[config.mk]
export PLATFORM = sky130hd
export DESIGN_NAME = call_stack
export DESIGN_NICKNAME = d
export VERILOG_FILES = /design/src/rtl/call_stack.sv
export SDC_FILE = /design/constraint.sdc
export NUM_CORES = 1
export LEC_CHECK = 0
export CAP_MARGIN = 10
export CORE_AREA = 5 5 125 127
export DETAILED_ROUTE_END_ITERATION = 7
export DIE_AREA = 0 0 130 132
export PLACE_DENSITY_LB_ADDON = 0.12
export SLEW_MARGIN = 20
export SYNTH_ARGS = -nofsm -noshare
export SYNTH_HDL_FRONTEND = slang
export SYNTH_SLANG_ARGS = --single-unit
[constraint.sdc]
create_clock -name clock -period 9.18 [get_ports clock]
set_input_delay 1.377 -clock clock [delete_from_list [all_inputs] [get_ports clock]]
set_output_delay 1.377 -clock clock [all_outputs]
set_load 0.03 [all_outputs]
[src/rtl/call_stack.sv]
// Return-address stack for CALL/RET: DEPTH x AW entries, sticky error flags.
// Ports: clock, reset (async high), push/pop/pushAddress/clearErrors in;
//        topAddress, count, full, empty, overflow, underflow out.
module call_stack #(
   parameter int AW    = 12,
   parameter int DEPTH = 8
) (
   input  logic                       clock,
   input  logic                       reset,
   input  logic                       push,
   input  logic                       pop,
   input  logic [AW-1:0]              pushAddress,
   input  logic                       clearErrors,
   output logic [AW-1:0]              topAddress,
   output logic [$clog2(DEPTH):0]     count,
   output logic                       full,
   output logic                       empty,
   output logic                       overflow,
   output logic                       underflow
);

   localparam int IW = $clog2(DEPTH);
   localparam int PW = IW + 1;

   logic [PW-1:0] sp;
   logic [PW-1:0] spNext;
   logic [AW-1:0] entries [DEPTH];
   logic [IW-1:0] topIdx;
   logic [IW-1:0] wrIdx;
   logic          wrEn;
   logic          ovfSet;
   logic          unfSet;
   logic          replaceTop;
   logic          pushReq;

   // Outputs depend on registered state only.
   assign count  = sp;
   assign full   = (sp == PW'(DEPTH));
   assign empty  = (sp == '0);
   assign topIdx = IW'(sp - PW'(1));
   // Storage is not reset; masking on empty hides stale contents.
   assign topAddress = empty ? '0 : entries[topIdx];

   // Simultaneous push+pop replaces the top; on an empty stack it is a push.
   assign replaceTop = push & pop & ~empty;
   assign pushReq    = push & ~replaceTop;

   always_comb begin
      wrEn   = 1'b0;
      wrIdx  = sp[IW-1:0];
      spNext = sp;
      ovfSet = 1'b0;
      unfSet = 1'b0;
      unique case (1'b1)
         replaceTop: begin
            wrEn  = 1'b1;
            wrIdx = topIdx;
         end
         (pushReq & ~full): begin
            wrEn   = 1'b1;
            spNext = sp + PW'(1);
         end
         (pushReq & full): begin
            ovfSet = 1'b1;
         end
         (~push & pop & ~empty): begin
            spNext = sp - PW'(1);
         end
         (~push & pop & empty): begin
            unfSet = 1'b1;
         end
         default: ;
      endcase
   end

   always_ff @(posedge clock or posedge reset) begin
      if (reset) begin
         sp        <= '0;
         overflow  <= 1'b0;
         underflow <= 1'b0;
      end else begin
         sp        <= spNext;
         // A new error in the clearing cycle keeps the flag set.
         overflow  <= ovfSet | (overflow & ~clearErrors);
         underflow <= unfSet | (underflow & ~clearErrors);
      end
   end

   always_ff @(posedge clock) begin
      if (wrEn) begin
         entries[wrIdx] <= pushAddress;
      end
   end

endmodule
-- Word-level counts from Yosys, hierarchy flattened
Memory sizes are Yosys's and may differ from the RTL's.
Index checks and enable logic that the tools add are counted.
- flip-flop bits (word level): 6
- bits in writable memories: 96
- word-level logic and storage cells: 35
- memories: 1
- memories (memory ; words ; width ; rd ports ; clocked after memory_dff ; write ports ; RTL line ; text):
    entries ; 8 ; 12 ; 1 ; 0 ; 1 ; 27 ; logic [AW-1:0] entries [DEPTH];
- add/sub/neg operators: 2
- equal/unequal tests: 1
- mux-type cells: 8
- bitwise logic cells: 17
- reductions and logical operators: 3
- operators by type and width (cell ; count):
    two-way mux 12 bit ; 1
    bitwise AND 1 bit ; 10
    case mux 4 bit (2 select lines) ; 1
    two-way mux 1 bit ; 5
    NOT 1 bit ; 5
    adder 4 x 1 -> 4 bit, second input constant ; 1
    == test 4 bit, second input constant ; 1
    zero test 4 bit ; 1
    subtractor 4 x 1 -> 4 bit, second input constant ; 1
    two-way mux 3 bit ; 1
    OR 1 bit ; 2
    nonzero test 2 bit ; 1
    OR reduction 2 bit ; 1

-- Depth between registers and ports, before layout
Gate-level depths: netlist of the first run.
- word-level depth: 10
- mapped depth: 9

-- Worst setup path before layout of the first run
No wires, ideal clock.
- kind: register -> output
- from: reg sp[0], in the netlist count[0]
- to: out topAddress[10]
- arrival time: 2304 ps
- required time: 7803 ps
- setup slack: 5499 ps
- stages on the path, launching flop included: 8
- buffers on the path: 3
- path through: dfrtp_1 buf_2 inv_1 ha_1 buf_2 buf_1 mux4_2 a22o_1
- longest elaborated chain between the ends: 3
- RTL lines (what ; RTL line ; text):
    from (decl) ; 25 ; logic [PW-1:0] sp;
    from (signal assigned) ; 82 ; sp <= spNext;
    subtractor 4 x 1 -> 4 bit ; n/a ;
    memory read (8 x 12 bit) ; n/a ;
    two-way mux 12 bit * ; 42 ; assign topAddress = empty ? '0 : entries[topIdx];
    to (decl) ; 14 ; output logic [AW-1:0] topAddress,
Every way passes the cells marked *; elsewhere a longest branch is shown, timed or not.

-- Final worst setup path of the first run
- from: reg sp[1], in the netlist count[1]
- to: out topAddress[1]
Same word-level chain as after synthesis.

==> results of run 1 <==
-- power by group through the flow --
stage	sequential, uW	clock [uW]	combinational (uW)
2_1_floorplan	642	0	636
3_3_place_gp	637	0	1020
3_5_place_dp	638	0	1010
4_1_cts	628	445	1020
5_1_grt	635	465	1060
6_report	627	434	986
-- registers in the layout, indices dropped and copies added (netlist names) --
signal,count
underflow,1
entries,96
overflow,1
count,4
-- final cells by class --
class                   instances  area, um2  area share, %
repair buffers                 43      412.9          7.985
flip-flops and latches        102       3034          58.67
clock buffers                   9      225.2          4.355
clock inverters                 7      120.1          2.323
multi-input cells              96       1120          21.65
inverters                       7      28.78         0.5565
well taps                     184      230.2          4.452
-- worst max-delay path, cell delays in order, from the launching register on --
cell	delay, ns
dfrtp_1	0.49
inv_1	0.14
ha_1	0.32
or3b_4	0.33
inv_4	0.06
nor2_2	0.57
a22o_1	0.25
clkdlybuf4s50_1	0.68
-- stage by stage --
stage | cells | hold WS, ns | instance area (um2)
2_1_floorplan | 219 | 0.6675 | 4197
3_3_place_gp | 432 | 0.4830 | 4826
3_5_place_dp | 432 | 0.4853 | 4826
4_1_cts | 448 | 0.5054 | 5171
5_1_grt | 448 | 0.5233 | 5171
6_report | 448 | 0.4958 | 5171
-- cell families (layout without fill, tap and decap cells) --
logic type	after synthesis	count (layout)	synth area share, %
buffers and inverters	21	66	2.594
and+or+nand+nor	29	29	3.876
AOI/OAI and AO/OA	36	36	6.708
xor gates and xnor gates	4	4	0.8347
adders and majority gates	3	3	0.8347
DFF	102	102	72.27
muxes	24	24	12.88
-- routing by layer --
metal  GRT usage [%]  vias up  routed length, um
met3           3.728       11                434
met4           3.233        0                117
met1           15.42     1082               4178
met2           15.93       48               4130
met5               0        -                  0
li1                -      988                  -
-- worst min path at each step --
| stage | to | cells past startpoint |
|---|---|---|
| 6_report | underflow$_DFF_PP0_ | 1 |
| 5_1_grt | underflow$_DFF_PP0_ | 1 |
| 4_1_cts | underflow$_DFF_PP0_ | 1 |
| 3_5_place_dp | underflow$_DFF_PP0_ | 1 |
| 3_3_place_gp | underflow$_DFF_PP0_ | 1 |
| 2_1_floorplan | underflow$_DFF_PP0_ | 1 |
-- layout by cell type (no fill, tap or decap), types with 3 or more instances in the layout --
master / n
bufinv_16: 3
nand2_1: 4
nor3_2: 4
a22o_1: 12
buf_4: 7
xnor2_1: 4
dfrtp_1: 5
nor3_4: 4
edfxtp_1: 96
mux4_2: 24
nand3_1: 3
inv_1: 6
a21oi_1: 5
clkbuf_16: 9
clkdlybuf4s50_1: 36
==> flow_summary_export.csv, run 1 <==
group,metric,value,unit
routing,routedWlPerCell,19.78,um
placed_design,io_buffers,36,
critical_path,r2r_cells,5,
placed_design,hpwl,5292,um
outcome,status,"finished, final reports clean",
routing,vias_per_cell,4.752,
power,power_frac_comb,48.2,%
clock_network,cts_root_buf,"clkbuf_16",
clock_network,clk_latency,0.35,ns
routing,ant_nets,0,
timing,worst_pin_slew,0.8665,ns
timing,fin_ws,4.608,ns
timing,fin_skew,0.009413,ns
placed_design,place_ws,4.784,ns
layout,syn_to_final_growth,23.23,%
logic_synthesis,synth_area_leaders,"edfxtp_1 (69%), mux4_2 (13%), dfrtp_1 (3.6%)",
die,row_count,44,
layout,final.fill_count,1340,
global_routing,grt-ovfl-total,0,
power,peakVddDrop,0.1317,mV
clock_network,cts_tree,"yes",
power,power_frac_clock,21.2,%
clock_network,clockBufferDepth,2,
logic_synthesis,synth_top_area_share,68.69,%
layout,final_layout_size_suffix_gt1_share,23.11,%
routing,firstDrtPassIters,4,
layout,nets,278,
global_routing,grt_first_pass_wirelength,13560,um
clock_network,path_clk_slew,0.07,ns
clock_network,numClockSinks,102,
run,drv_cap,0,
critical_path,rr_startpoint,"count[1]$_DFFE_PP0P_",
global_routing,track_usage,10.91,%
logic_synthesis,syn-num-nets,238,
hold_path,hold_class,"register to register",
critical_path,crit_end,"topAddress[1]",
critical_path,crit_type,"register to output pin",
logic_synthesis,syn_avg_cell_area,19.16,um2
logic_synthesis,synthCells,219,
routing,drt-total-wl,8860,um
clock_network,postCtsSetupRepairBufs,0,
logic_synthesis,ys_warn_count,0,
critical_path,cp-end-kind,"output pin",
logic_synthesis,yosysUniqueCellTypes,44,
timing,tns,0,ns
power,pwr-share-seq,30.6,%
timing,finalHoldViolations,0,
power,p_total,2047,uW
die,die_area,17160,um2
timing,report.final.slew_viol_count,0,
critical_path,r2r_end,"entries[0][11]$_DFFE_PP_",
power,switching_power,766.3,uW
critical_path,crit_path_start,"count[1]$_DFFE_PP0P_",
timing,slew_headroom,42.05,%
critical_path,cp.arrival,3.19,ns
clock_network,cts_resized,0,
die,die_h,132,um
logic_synthesis,yosysMostFrequentCell,"edfxtp_1",
layout,utilization,36.13,%
logic_synthesis,synth_common_cells,"edfxtp_1 (96), mux4_2 (24), a22o_1 (12)",
die,die_x,130,um
hold_path,min_from,"underflow$_DFF_PP0_",
timing,fin_crit_sh,49.80,%
logic_synthesis,ys_async_sr_fraction,5.882,%
global_routing,antenna_found_initial,0,
logic_synthesis,synth-seq-cells,102,
logic_synthesis,synth-edff-count,96,
placed_design,gp_congestion,0.7088,
power,p_sw_share,37.44,%
clock_network,cts_buffers,9,
routing,drc,0,
die,design.core.area,14310,um2
power,power_density,395.8,nW/um2
die,start_util,29.32,%
clock_network,h-tree-depth,3,
logic_synthesis,synth_top_area_cell,"edfxtp_1",
global_routing,grt_pass1_vias,2212,
timing,grt_setup_unrepaired,"false",
critical_path,crit_required,7.80,ns
critical_path,start_kind,"register",
power,power.leakage,0.001663,uW
logic_synthesis,syn_area,4197,um2
logic_synthesis,synth_ff_type,"edfxtp_1",
timing,fmax,0.2187,GHz
timing,finalCriticalPeriod,4.572,ns
routing,dr_total_vias,2129,
clock_network,hold_buffers,0,
logic_synthesis,ys_seq_area_share,72.27,%
layout,n_antenna_cell,0,
critical_path,r2r_slack,6.16,ns
die,io_pins,37,
timing,setup_viol,0,
routing,drt_iter0_markers,164,
global_routing,grt_max_degree,32,
critical_path,crit_fanout,12,
power,p_int,1281,uW
(Power assumes the default switching activity.)
==> inputs of run 2 (changes only) <==
==> constraint.sdc (replaced) <==
create_clock -name clock -period 4.7 [get_ports clock]
set_input_delay 0.705 -clock clock [delete_from_list [all_inputs] [get_ports clock]]
set_output_delay 0.705 -clock clock [all_outputs]
set_load 0.03 [all_outputs]
==> flow_summary_export.csv, run 2 (synthesis results as in run 1) <==
group,metric,value,unit
clock_network,postCtsSetupRepairBufs,0,
clock_network,clockBufferDepth,2,
power,power.leakage,0.001656,uW
clock_network,hold_buffers,0,
global_routing,track_usage,11.35,%
power,peakVddDrop,0.3506,mV
die,die_area,17160,um2
critical_path,crit_type,"register to output pin",
power,power_density,760.1,nW/um2
global_routing,grt-ovfl-total,0,
timing,setup_viol,0,
timing,fin_crit_sh,82.30,%
global_routing,grt_first_pass_wirelength,14260,um
hold_path,min_from,"underflow$_DFF_PP0_",
hold_path,min_path_cells,1,
outcome,status,"finished, final reports clean",
run,drv_cap,0,
die,io_pins,37,
placed_design,gp_congestion,0.7458,
timing,fmax,0.2585,GHz
placed_design,io_buffers,36,
routing,firstDrtPassIters,4,
die,start_util,29.32,%
clock_network,numClockSinks,102,
layout,largest-register,"entries",
layout,n_antenna_cell,0,
clock_network,clk_latency,0.35,ns
hold_path,holdPathEnd,"underflow$_DFF_PP0_",
routing,ant_nets,0,
critical_path,start_kind,"register",
global_routing,antenna_found_initial,0,
routing,vias_per_cell,4.823,
global_routing,grt_max_degree,32,
critical_path,rr_startpoint,"count[1]$_DFFE_PP0P_",
layout,syn_to_final_growth,22.78,%
placed_design,hpwl,5623,um
critical_path,crit_required,3.99,ns
hold_path,hold_class,"register to register",
routing,drc,0,
timing,finalCriticalPeriod,3.868,ns
routing,dr_total_vias,2180,
layout,largest_reg_flops,96,
die,die_x,130,um
critical_path,r2r_end,"entries[0][11]$_DFFE_PP_",
timing,slew_headroom,51.13,%
critical_path,crit_fanout,13,
timing,fin_skew,0.007999,ns
timing,grt_setup_unrepaired,"false",
die,row_count,44,
timing,tns,0,ns
routing,drt_iter0_markers,159,
layout,layout_common_cells,"edfxtp_1 (96), clkdlybuf4s50_1 (36), mux4_2 (24)",
critical_path,cp-end-kind,"output pin",
critical_path,r2r_slack,1.82,ns
layout,final_layout_size_suffix_gt1_share,24.25,%
layout,final.fill_count,1356,
clock_network,cts_buffers,9,
timing,report.final.slew_viol_count,0,
clock_network,path_clk_slew,0.06,ns
routing,routedWlPerCell,19.96,um
clock_network,cts_resized,0,
layout,final_common_cell,"edfxtp_1",
timing,worst_pin_slew,0.7254,ns
critical_path,cp.arrival,3.16,ns
global_routing,grt_pass1_vias,2335,
layout,utilization,36.00,%
critical_path,r2r_cells,7,
layout,nets,282,
die,design.core.area,14310,um2
clock_network,h-tree-depth,3,
routing,drt-total-wl,9021,um
clock_network,cts_tree,"yes",
timing,finalHoldViolations,0,
clock_network,cts_root_buf,"clkbuf_16",
die,die_h,132,um
[run 2: per-layer routing]
layer | part of all wire (%) | track usage [%] | wire length [um]
met5 | 0 | 0 | 0
met4 | 2.1 | 4.908 | 191
met3 | 2.8 | 2.310 | 252
met2 | 44 | 15.79 | 3935
met1 | 51 | 17.11 | 4641
[run 2: stage by stage]
stage                     std cells  hold WS (ns)  worst slack [ns]  power (uW)  instance area [um2]
after global routing            452        0.5226            0.6338        4133                 5152
after floorplan                 219        0.4960             1.526        2496                 4197
final                           452        0.4964            0.8318        3916                 5152
after global placement          436        0.4843             1.114        3243                 4856
after detailed placement        436        0.4885             1.128        3236                 4856
after CTS                       452        0.5038            0.7679        3988                 5152
[run 2: how the worst max path moves through the flow]
stage,startpoint,end,slack [ns],depth (start not counted)
4_1_cts,count[1]$_DFFE_PP0P_,topAddress[9],0.77,7
6_report,count[1]$_DFFE_PP0P_,topAddress[7],0.83,7
3_5_place_dp,push,entries[2][0]$_DFFE_PP_,1.13,6
5_1_grt,count[1]$_DFFE_PP0P_,topAddress[7],0.63,7
3_3_place_gp,push,entries[0][0]$_DFFE_PP_,1.11,6
2_1_floorplan,count[0]$_DFFE_PP0P_,entries[1][0]$_DFFE_PP_,1.53,8
[run 2: area by class of cell]
cell class                      instances  area [um2]  share of cell area [%]
Sequential cell                       102        3034                   58.89
Multi-Input combinational cell         96        1095                   21.25
Timing Repair Buffer                   47       467.9                   9.082
Tap cell                              184       230.2                   4.468
Clock buffer                            9       225.2                   4.371
Clock inverter                          7       71.32                   1.384
Inverter                                7       28.78                  0.5585
[run 2: power breakdown]
part           leakage, uW  switching [uW]  internal [uW]  total (uW)
registers         0.000943            65.7           1160        1220
logic             0.000568            1100            849        1950
clock network     0.000145             332            415         746
[run 2: critical path, stage by stage (launching register included)]
cell,delay [ns]
dfrtp_1,0.48
inv_1,0.13
ha_1,0.31
xnor2_1,0.16
buf_4,0.22
nor2_2,0.57
a22o_1,0.26
clkdlybuf4s50_1,0.68
==> inputs of run 3 (changes only) <==
==> constraint.sdc (replaced) <==
create_clock -name clock -period 4 [get_ports clock]
set_input_delay 0.6 -clock clock [delete_from_list [all_inputs] [get_ports clock]]
set_output_delay 0.6 -clock clock [all_outputs]
set_load 0.03 [all_outputs]
==> flow_summary_export.csv, run 3 (synthesis results as in run 1) <==
group,metric,value,unit
outcome,status,"finished, final reports clean",
routing,firstDrtPassIters,4,
routing,drc,0,
timing,fin_skew,0.005633,ns
routing,drt_iter0_markers,139,
layout,largest-register,"entries",
clock_network,postCtsSetupRepairBufs,0,
routing,routedWlPerCell,20.30,um
die,row_count,44,
die,start_util,29.32,%
timing,slew_headroom,42.67,%
timing,fin_ws,0.3827,ns
timing,grt_setup_unrepaired,"false",
routing,vias_per_cell,4.861,
layout,final_layout_size_suffix_gt1_share,28.99,%
run,drv_cap,0,
layout,final_common_cell,"edfxtp_1",
layout,syn_to_final_growth,24.27,%
global_routing,grt-ovfl-total,0,
clock_network,numClockSinks,102,
clock_network,path_clk_slew,0.07,ns
clock_network,clk_latency,0.34,ns
global_routing,grt_pass1_vias,2294,
clock_network,h-tree-depth,3,
critical_path,crit_type,"register to output pin",
die,die_area,17160,um2
clock_network,hold_buffers,0,
timing,whs,0.4901,ns
clock_network,cts_resized,0,
timing,fin_crit_sh,90.43,%
routing,drt-total-wl,9339,um
timing,report.final.slew_viol_count,0,
placed_design,gp_congestion,0.7477,
timing,finalHoldViolations,0,
power,power.leakage,0.001718,uW
timing,tns,0,ns
timing,fmax,0.2765,GHz
global_routing,track_usage,11.58,%
routing,ant_nets,0,
layout,final.fill_count,1352,
placed_design,place_ws,0.7147,ns
global_routing,antenna_found_initial,0,
clock_network,cts_root_buf,"clkbuf_16",
critical_path,r2r_cells,6,
critical_path,cp-end-kind,"output pin",
power,power_density,897.8,nW/um2
critical_path,crit_required,3.40,ns
placed_design,dp.cells,446,
layout,register_area,3034,um2
layout,final_cells,460,
critical_path,crit_fanout,12,
layout,largest_reg_flops,96,
global_routing,grt_first_pass_wirelength,14390,um
layout,n_antenna_cell,0,
power,peakVddDrop,0.4179,mV
placed_design,io_buffers,36,
placed_design,hpwl,5971,um
clock_network,clockBufferDepth,2,
timing,setup_viol,0,
layout,layout_common_cells,"edfxtp_1 (96), clkdlybuf4s50_1 (29), buf_4 (28)",
clock_network,cts_buffers,9,
die,io_pins,37,
timing,finalCriticalPeriod,3.617,ns
die,die_x,130,um
die,design.core.area,14310,um2
layout,nets,292,
routing,dr_total_vias,2236,
power,p_total,4682,uW
critical_path,cp.arrival,3.02,ns
global_routing,grt_max_degree,32,
clock_network,cts_tree,"yes",
layout,multi_input_area,1095,um2
die,die_h,132,um
critical_path,start_kind,"register",
hold_path,hold_class,"input port to async pin",
timing,worst_pin_slew,0.8510,ns
## run 3: worst paths after layout
check / start / end / slack, ns
max: count[1]$_DFFE_PP0P_ / topAddress[4] / 0.38
min: reset / count[1]$_DFFE_PP0P_ / 0.49
max reg2reg: count[1]$_DFFE_PP0P_ / entries[4][0]$_DFFE_PP_ / 1.24
min reg2reg: overflow$_DFF_PP0_ / overflow$_DFF_PP0_ / 0.51
max in group asynchronous: reset / count[0]$_DFFE_PP0P_ / 3.28
min in group clock: overflow$_DFF_PP0_ / overflow$_DFF_PP0_ / 0.51
## run 3: where the power goes
part,internal [uW],switching (uW)
combinational,965,1300
sequential,1360,78.5
clock,605,369
total,2930,1750
## run 3: per-layer routing
layer,up-vias,track usage [%],routed length (um),part of all wire (%)
li1,1004,-,-,-
met1,1170,16.22,4346,47
met2,55,17.13,4382,47
met3,7,4.092,507,5.4
met4,0,3.118,102,1.1
met5,-,0,0,0
## run 3: worst max-delay path: stages (launching register included)
cell	delay (ns)
dfrtp_1	0.49
inv_1	0.13
ha_1	0.22
or3b_4	0.29
inv_4	0.06
nor2_2	0.59
a22o_1	0.23
clkdlybuf4s50_1	0.67
## run 3: final cells by class
cell class,instances,share of cell area [%]
flip-flops and latches,102,58.18
clock buffers,10,4.391
repair buffers,57,9.597
clock inverters,4,1.871
well taps,184,4.415
multi-input cells,96,20.99
inverters,7,0.5518
## run 3: per-stage QoR
stage               instance area (um2)  util (%)
finish                             5215     36.43
global route                       5215     36.43
CTS                                5215     36.43
floorplan                          4197         -
global placement                   4888     34.15
detailed placement                 4888     34.15
